==> config.mk <==
export PLATFORM = sky130hd
export DESIGN_NAME = sync_fifo
export DESIGN_NICKNAME = d
export VERILOG_FILES = /design/src/rtl/sync_fifo.sv
export SDC_FILE = /design/constraint.sdc
export NUM_CORES = 1
export LEC_CHECK = 0
export CORE_MARGIN = 1
export CORE_UTILIZATION = 30
export CTS_CLUSTER_DIAMETER = 30
export DETAILED_ROUTE_END_ITERATION = 10
export PLACE_DENSITY = 0.47
export REMOVE_ABC_BUFFERS = 1
export SLEW_MARGIN = 30
export SYNTH_ARGS = -nofsm -noshare
export SYNTH_HDL_FRONTEND = slang
export SYNTH_SLANG_ARGS = --single-unit
==> constraint.sdc <==
create_clock -name clk -period 8.47 [get_ports clk]
set_clock_uncertainty 0.15 [all_clocks]
set_input_delay 1.694 -clock clk [delete_from_list [all_inputs] [get_ports clk]]
set_output_delay 1.694 -clock clk [all_outputs]
set_load 0.02 [all_outputs]
==> src/rtl/sync_fifo.sv <==
// Single-clock FIFO with registered read data, occupancy-derived status flags
// and sticky overflow/underflow error flags.
module sync_fifo #(
    parameter int DSIZE     = 8,
    parameter int ASIZE     = 4,
    parameter int AFULL_TH  = (1 << ASIZE) - 2,
    parameter int AEMPTY_TH = 2
) (
    input  logic             clk,
    input  logic             rst,
    input  logic             push,
    input  logic [DSIZE-1:0] wdata,
    input  logic             pop,
    input  logic             clr_err,
    output logic [DSIZE-1:0] rdata,
    output logic             rvalid,
    output logic             full,
    output logic             empty,
    output logic             afull,
    output logic             aempty,
    output logic [ASIZE:0]   count,
    output logic             ovf,
    output logic             udf
);

    localparam int             DEPTH    = 1 << ASIZE;
    localparam logic [ASIZE:0] DEPTH_C  = (ASIZE + 1)'(DEPTH);
    localparam logic [ASIZE:0] AFULL_C  = (ASIZE + 1)'(AFULL_TH);
    localparam logic [ASIZE:0] AEMPTY_C = (ASIZE + 1)'(AEMPTY_TH);
    localparam logic [ASIZE:0] ONE_C    = (ASIZE + 1)'(1);

    logic [DSIZE-1:0] mem_r [DEPTH];
    logic [ASIZE-1:0] wr_ptr_r;
    logic [ASIZE-1:0] rd_ptr_r;
    logic [ASIZE:0]   count_r;
    logic [DSIZE-1:0] rdata_r;
    logic             rvalid_r;
    logic             ovf_r;
    logic             udf_r;

    logic             push_ok_s;
    logic             pop_ok_s;
    logic [ASIZE:0]   count_next_s;
    logic             ovf_next_s;
    logic             udf_next_s;

    // Status flags are pure decodes of the registered occupancy
    assign empty  = (count_r == {(ASIZE + 1){1'b0}});
    assign full   = (count_r == DEPTH_C);
    assign afull  = (count_r >= AFULL_C);
    assign aempty = (count_r <= AEMPTY_C);
    assign count  = count_r;
    assign rdata  = rdata_r;
    assign rvalid = rvalid_r;
    assign ovf    = ovf_r;
    assign udf    = udf_r;

    // Acceptance decisions, next occupancy and next error-flag state
    always_comb begin
        push_ok_s    = push & ~full;
        pop_ok_s     = pop & ~empty;
        count_next_s = count_r;
        case ({push_ok_s, pop_ok_s})
            2'b10:   count_next_s = count_r + ONE_C;
            2'b01:   count_next_s = count_r - ONE_C;
            default: count_next_s = count_r;
        endcase
        // A fresh error outranks a simultaneous clear
        if (push && full) begin
            ovf_next_s = 1'b1;
        end else if (clr_err) begin
            ovf_next_s = 1'b0;
        end else begin
            ovf_next_s = ovf_r;
        end
        if (pop && empty) begin
            udf_next_s = 1'b1;
        end else if (clr_err) begin
            udf_next_s = 1'b0;
        end else begin
            udf_next_s = udf_r;
        end
    end

    // Pointers, occupancy, read data and error flags
    always_ff @(posedge clk or posedge rst) begin
        if (rst) begin
            wr_ptr_r <= {ASIZE{1'b0}};
            rd_ptr_r <= {ASIZE{1'b0}};
            count_r  <= {(ASIZE + 1){1'b0}};
            rdata_r  <= {DSIZE{1'b0}};
            rvalid_r <= 1'b0;
            ovf_r    <= 1'b0;
            udf_r    <= 1'b0;
        end else begin
            if (push_ok_s) begin
                wr_ptr_r <= wr_ptr_r + ASIZE'(1);
            end else begin
                wr_ptr_r <= wr_ptr_r;
            end
            if (pop_ok_s) begin
                rd_ptr_r <= rd_ptr_r + ASIZE'(1);
                rdata_r  <= mem_r[rd_ptr_r];
                rvalid_r <= 1'b1;
            end else begin
                rd_ptr_r <= rd_ptr_r;
                rdata_r  <= rdata_r;
                rvalid_r <= 1'b0;
            end
            count_r <= count_next_s;
            ovf_r   <= ovf_next_s;
            udf_r   <= udf_next_s;
        end
    end

    // Storage array; deliberately not reset, and gated so a reset edge writes nothing
    always_ff @(posedge clk) begin
        if (push_ok_s && !rst) begin
            mem_r[wr_ptr_r] <= wdata;
        end else begin
            mem_r[wr_ptr_r] <= mem_r[wr_ptr_r];
        end
    end

endmodule
==> out/results.tsv, run 1 <==
metric	value	unit
cap_violations	0	
die_height	146	um
port_buffers	32	
finalHoldViolCount	0	
synth-adder-area-share	1.62	%
avgRoutedWirePerCell	19.8	um
hpwl	7830	um
rsz0062_at_grt	no	
synth_top_family_by_area	multiplexers	
fmax	0.218	GHz
most-common-layout-cells	edfxtp_1 (128), clkdlybuf4s50_1 (32), dfrtp_1 (23)	
critPathMaxFanout	22	
crit_path_start	pop	
routed_wl	12800	um
syn_to_final_growth	18.3	%
antenna_cells	0	
ir_worst_vdd	0.000119	V
hold_start	ovf	
cts_sinks	152	
yosys.area_share.simple	3.90	%
drive_above_1_share	18.6	%
synth_cell_types	46	
post-cts-setup-buffer-count	0	
post-synth-top-area-fraction	62.1	%
yosys_warnings	0	
holdBufCountCts	0	
dr.pass1.iters	6	
startpoint_type	primary input	
finalMaxSlewViolations	0	
detail-route-antenna-nets	0	
seq_area_frac_synth	71.8	%
grt_max_degree	35	
syn_area	0.00619	mm^2
synth_xor_area_share	1.41	%
drc	0	
synth_edf_count	128	
cts_resized	0	
die_w	146	um
grt_usage	12.9	%
cp.arrival	4770	ps
period_needed	4580	ps
utilization	36.2	%
p_total	2400	uW
gp_congestion	0.730	
worst_hold_path_type	flip-flop to flip-flop	
grt_pass1_wl	19400	um
cts_buffers	17	
cts_max_path_buffers	2	
clk_latency	410	ps
min_period_over_period	54.1	%
syn_inst	327	
layout_commonest_cell	edfxtp_1	
pre_cts_slack	3490	ps
die-area	0.0212	mm^2
setup-tns-final	0	ps
finalSetupViolations	0	
leakage	0.00242	uW
coreArea	0.0202	mm^2
power.density	327	mW/mm^2
slew_headroom	37.0	%
grt_remaining_overflow	0	
avgSynthCellArea	18.9	um^2
drt_iter0_drc	145	
n_fill_cell	1878	
tightest_slew	942	ps
synth-async-reset-ratio	15.8	%
ys_top_cells_by_area	edfxtp_1 (62%), dfrtp_1 (9.7%), mux4_2 (6.5%), mux4_1 (5.9%), mux2_2 (1.8%)	
synth_flop_cell	edfxtp_1	
critPathRequiredTime	8660	ps
synthMuxAreaShare	14.3	%
fin_ws	3890	ps
yosys_register_bits	152	
fp-row-count	52	
status	finished clean	
synth_top_cell_by_area	edfxtp_1	
synth-compound-area-share	4.59	%
vias	3052	
crit-reg2reg-launch	count[2]	
critPathKind	primary input to flip-flop	
final_nets	385	
grt_pass1_vias	3239	
path_clk_slew	60	ps
antenna_found_initial	0	
pin_count	33	
cts_root_buf	clkbuf_16	
cts_tree	built	
vias_per_cell	4.72	
initial_core_util	30.6	%
htree_levels	4	
cp-end-kind	flip-flop	
-- cells in the mapped netlist, types with 2 or more instances --
cell type  number
inv_1           9
nand2_1         9
nand4_1         2
xor2_1          3
o22ai_1        16
a21oi_1         9
mux2_2         10
nor3_1          3
nand3_1         3
dfrtp_1        24
mux4_2         18
buf_6           3
and3b_1         2
clkbuf_1        3
mux4_1         14
edfxtp_1      128
buf_2           7
o21ai_0         2
o21a_1          2
ha_1            8
xnor2_1         7
nor2_1         20
buf_1           2
-- sequential cells by signal, summed over array words and instances, names as in the netlist --
signal,flops
count,5
mem_r,128
ovf,1
rd_ptr_r,4
rdata,8
rvalid,1
udf,1
wr_ptr_r,4
-- cell type report --
type | count | area (um^2) | share of cell area, %
flip-flops and latches | 152 | 4450 | 60.7
multi-input cells | 149 | 1620 | 22.1
clock buffers | 20 | 437 | 5.96
repair buffers | 35 | 343 | 4.68
well taps | 270 | 338 | 4.61
clock inverters | 12 | 109 | 1.49
inverters | 9 | 33.8 | 0.461
-- routing by layer --
layer,track usage (%),share of wire [%]
met1,15.8,45
met2,21.8,51
met3,3.04,2.5
met4,5.63,1.5
met5,0,0
-- worst max-delay path: stages --
cell             delay, ps
clkdlybuf4s50_1        630
o31a_1                 740
ha_1                   460
xor2_1                 110
ha_1                   250
a221o_1                370
a221oi_1               350
xor2_1                 170
-- cell families after synthesis --
| kind of cell | after synthesis |
|---|---|
| buffers and inverters | 26 |
| XOR/XNOR | 10 |
| multiplexers | 42 |
| AO/OA/AOI/OAI | 40 |
| flip-flops | 152 |
| AND/OR/NAND/NOR | 49 |
| adder cells (fa/ha/maj) | 8 |
-- report_power, final --
group / internal, uW / switching (uW)
registers: 902 / 96.3
logic: 339 / 354
clock network: 426 / 279
-- metrics by stage --
step           instances  hold WS [ps]  cell area (um^2)
2_1_floorplan        310           343              6080
3_3_place_gp         615           360              6760
3_5_place_dp         615           339              6760
4_1_cts              647           356              7310
5_1_grt              647           375              7330
6_report             647           346              7330
-- worst paths after layout --
path	slack, ps	cells after the start	to
worst max-delay path	3890	8	count[4]
max in group asynchronous	6210	3	rd_ptr_r[2]
worst max register to register	5020	8	count[4]
worst min register to register	350	1	ovf
min in group asynchronous	1420	2	wr_ptr_r[3]
worst min-delay path	350	1	ovf
No activity file was read; power rests on OpenSTA's default activity.
==> inputs of run 2 (changes only) <==
Clock period 8.47 ns to 4.4 ns, I/O delays scaled along.
==> out/results.tsv, run 2 (synthesis gave the netlist of run 1 again) <==
metric	value	unit
status	finished clean	
grt_max_degree	22	
avgRoutedWirePerCell	19.4	um
cts_buffers	17	
post-cts-setup-buffer-count	0	
fmax	0.302	GHz
fin_hold_ws	363	ps
crit_path_cell_trace	clkdlybuf4s50_1, inv_1, a31oi_2, inv_1, ha_1, xor2_1, ha_1, a221o_1, a221oi_1, xor2_1	
hold_start	ovf	
cp-end-kind	flip-flop	
grt_remaining_overflow	0	
vias	3120	
leakage	0.00251	uW
detail-route-antenna-nets	0	
critPathMaxFanout	9	
initial_core_util	30.6	%
cap_violations	0	
ir_worst_vdd	0.000262	V
finalMaxSlewViolations	0	
fp-row-count	52	
hold_end	ovf	
htree_levels	4	
grt_usage	13.0	%
max_stage_delay	490	ps
cts_max_path_buffers	2	
critPathRequiredTime	4590	ps
cts_resized	0	
utilization	36.8	%
routed_wl	12900	um
rsz0062_at_grt	no	
vias_per_cell	4.70	
syn_to_final_growth	20.3	%
cts_tree	built	
die_height	146	um
worst_hold_path_type	flip-flop to flip-flop	
finalSetupViolations	0	
drc	0	
holdBufCountCts	0	
grt_pass1_wl	20100	um
period_needed	3310	ps
antenna_cells	0	
path_clk_slew	60	ps
postLayoutCellArea	0.00745	mm^2
slew_headroom	48.0	%
tightest_slew	777	ps
largest_reg_flops	128	
top_register	mem_r	
drive_above_1_share	20.6	%
postPlaceCellArea	0.00689	mm^2
drt_iter0_drc	223	
hpwl	8430	um
coreArea	0.0202	mm^2
rr_endpoint	count[4]	
min_period_over_period	75.3	%
cts_root_buf	clkbuf_16	
cp.arrival	3510	ps
pin_count	33	
clk_latency	420	ps
most-common-layout-cells	edfxtp_1 (128), clkdlybuf4s50_1 (32), dfrtp_1 (23)	
die-area	0.0212	mm^2
antenna_found_initial	0	
startpoint_type	primary input	
dr.pass1.iters	4	
cts_sinks	152	
critPathKind	primary input to flip-flop	
cpMaxStageDelayCell	clkdlybuf4s50_1	
grt_pass1_vias	3306	
gp_congestion	0.739	
final_nets	402	
layout_commonest_cell	edfxtp_1	
setup-tns-final	0	ps
r2r_cells	9	
hold-path-cell-count	1	
power.density	624	mW/mm^2
die_w	146	um
finalHoldViolCount	0	
port_buffers	32	
rrSetupSlack	1270	ps
crit-reg2reg-launch	count[1]	
==> run 2: area by class of cell <==
class | instances | area (um^2)
inverters | 9 | 33.8
flip-flops and latches | 152 | 4450
well taps | 270 | 338
repair buffers | 52 | 470
clock inverters | 14 | 134
clock buffers | 18 | 429
multi-input cells | 149 | 1600
fillers | 1866 | 12800
==> run 2: critical path, delay by kind of cell <==
kind / cells / cell delay (ps)
AO/OA/AOI/OAI: 3 / 1070
buffers and inverters: 3 / 660
adder cells (fa/ha/maj): 2 / 550
XOR/XNOR: 2 / 350
==> run 2: how the worst max path moves through the flow <==
stage | start | endpoint | slack (ps)
finish | push | count[4] | 1090
global route | push | count[4] | 880
CTS | count[2] | empty | 1130
detailed placement | push | count[4] | 690
global placement | push | count[4] | 730
floorplan | count[2] | count[4] | 1240
==> run 2: routing by layer <==
metal	vias up	global-route usage (%)	wire, um
met5	-	0	0
met2	57	21.4	6430
li1	1430	-	-
met3	14	3.10	310
met4	0	5.37	231
met1	1619	16.5	5940
==> run 2: power by group <==
part	switching [uW]	internal (uW)	total (uW)	leakage, uW
Clock	555	825	1380	0.000266
Combinational	607	673	1280	0.000815
Sequential	252	1730	1990	0.00143
Total	1410	3230	4650	0.00251
==> run 2: stage by stage <==
| stage | total power [uW] | setup slack [ps] | std cells |
|---|---|---|---|
| 6_report | 4650 | 1090 | 664 |
| 5_1_grt | 4890 | 880 | 664 |
| 4_1_cts | 4720 | 1130 | 664 |
| 3_5_place_dp | 3330 | 694 | 632 |
| 3_3_place_gp | 3310 | 732 | 632 |
| 2_1_floorplan | 2800 | 1240 | 310 |
==> inputs of run 3 (changes only) <==
Settings changed: PLACE_DENSITY 0.47 to 0.48.
Clock period 4.4 ns to 2.8 ns, I/O delays scaled along.
==> out/results.tsv, run 3 (synthesis gave the netlist of run 1 again) <==
metric	value	unit
grt_max_degree	35	
cts_sinks	152	
grt_pass1_wl	20200	um
initial_core_util	30.6	%
critPathBufInv	1	
cp-end-kind	flip-flop	
critPathKind	flip-flop to flip-flop	
routed_wl	13000	um
path_clk_slew	60	ps
drc	0	
cap_violations	0	
pre_cts_slack	-159	ps
crit_path_cell_trace	or3_4, o31a_1, ha_1, buf_4, ha_1, o21a_1, a221oi_2, xor2_1	
drt_iter0_drc	158	
swShare	29.3	%
power.density	1010	mW/mm^2
max_stage_delay	430	ps
htree_levels	4	
cts_buffers	17	
utilization	37.8	%
setup-tns-final	0	ps
critPathRequiredTime	2990	ps
vias	3229	
clk_latency	420	ps
r2r_cells	8	
port_buffers	32	
cts_tree	built	
fmax	0.371	GHz
rrSetupSlack	100	ps
die_w	146	um
finalMaxSlewViolations	0	
crit_path_frequent_cell	ha_1	
cpMaxStageDelayCell	or3_4	
most-common-layout-cells	edfxtp_1 (128), buf_4 (32), clkdlybuf4s50_1 (31)	
status	finished clean	
syn_to_final_growth	23.6	%
rr_endpoint	count[4]	
slew_headroom	59.0	%
p_comb_share	30.7	%
antenna_cells	0	
leakage	0.00263	uW
finalHoldViolCount	0	
postPlaceCellArea	0.00702	mm^2
coreArea	0.0202	mm^2
avgRoutedWirePerCell	19.2	um
crit_path_start	count[3]	
critPathMaxFanout	8	
fin_hold_ws	342	ps
ir_worst_vdd	0.000442	V
seqPwrFrac	37.7	%
final_nets	416	
cts_root_buf	clkbuf_16	
post-cts-setup-buffer-count	0	
detail-route-antenna-nets	0	
crit_family	compound AO/OA/AOI/OAI gates	
crit_end	count[4]	
grt_usage	13.2	%
fp-row-count	52	
die_height	146	um
pin_count	33	
worst_hold_path_type	primary input to asynchronous set/reset pin	
min_period_over_period	96.3	%
drive_above_1_share	24.0	%
cts_max_path_buffers	2	
startpoint_type	flip-flop	
rsz0062_at_grt	no	
top_register	mem_r	
finalSetupViolations	0	
largest_reg_flops	128	
cp_num_cells	8	
switchingPower	2270	uW
n_fill_cell	1861	
hpwl	8320	um
internal_power	5480	uW
vias_per_cell	4.76	
crit-reg2reg-launch	count[3]	
tightest_slew	614	ps
dr.pass1.iters	4	
grt_pass1_vias	3298	
layout_commonest_cell	edfxtp_1	
cp.arrival	2890	ps
gp_congestion	0.774	
fin_ws	103	ps
period_needed	2700	ps
grt_remaining_overflow	0	
postLayoutCellArea	0.00765	mm^2
clkPwrFrac	31.6	%
antenna_found_initial	0	
die-area	0.0212	mm^2
run 3: cell type report:
cell class	count	area (um^2)	area share, %
sequential	152	4450	58.1
multi-input combinational	149	1610	21.0
timing repair buffer	66	599	7.83
clock buffer	18	429	5.61
tap	270	338	4.41
clock inverter	14	204	2.66
inverter	9	33.8	0.441
run 3: layer usage:
metal | up-vias | global-route usage (%) | routed length, um
met5 | - | 0 | 0
li1 | 1464 | - | -
met1 | 1674 | 18.4 | 6190
met2 | 78 | 20.1 | 6030
met3 | 13 | 3.79 | 637
met4 | 0 | 3.32 | 133
run 3: per-stage QoR:
step / total power [uW] / instances
after floorplan: 4390 / 310
after global placement: 5350 / 646
after detailed placement: 5370 / 646
after CTS: 7830 / 678
after global routing: 8110 / 678
final: 7740 / 678
run 3: timing repair:
| item | in CTS | in global routing |
|---|---|---|
| setup endpoints to repair | 1 | 1 |
| gates resized for setup | 1 | 1 |
| hold buffers | 0 | 0 |
| hold endpoints to repair | 0 | 0 |
run 3: worst min-delay path by stage:
stage                 from          end  cells past startpoint
6_report               rst     rdata[2]                      2
5_1_grt                rst     rdata[2]                      2
4_1_cts                rst     rdata[2]                      2
3_5_place_dp           ovf          ovf                      1
3_3_place_gp           ovf          ovf                      1
2_1_floorplan  wr_ptr_r[3]  wr_ptr_r[3]                      1
run 3: power by group through the flow:
stage	Sequential, uW	Combinational [uW]	Clock [uW]
after floorplan	3230	1160	0
after detailed placement	2970	2400	0
after CTS	2920	2410	2500
after global routing	2950	2570	2590
after global placement	2960	2400	0
final	2920	2380	2450
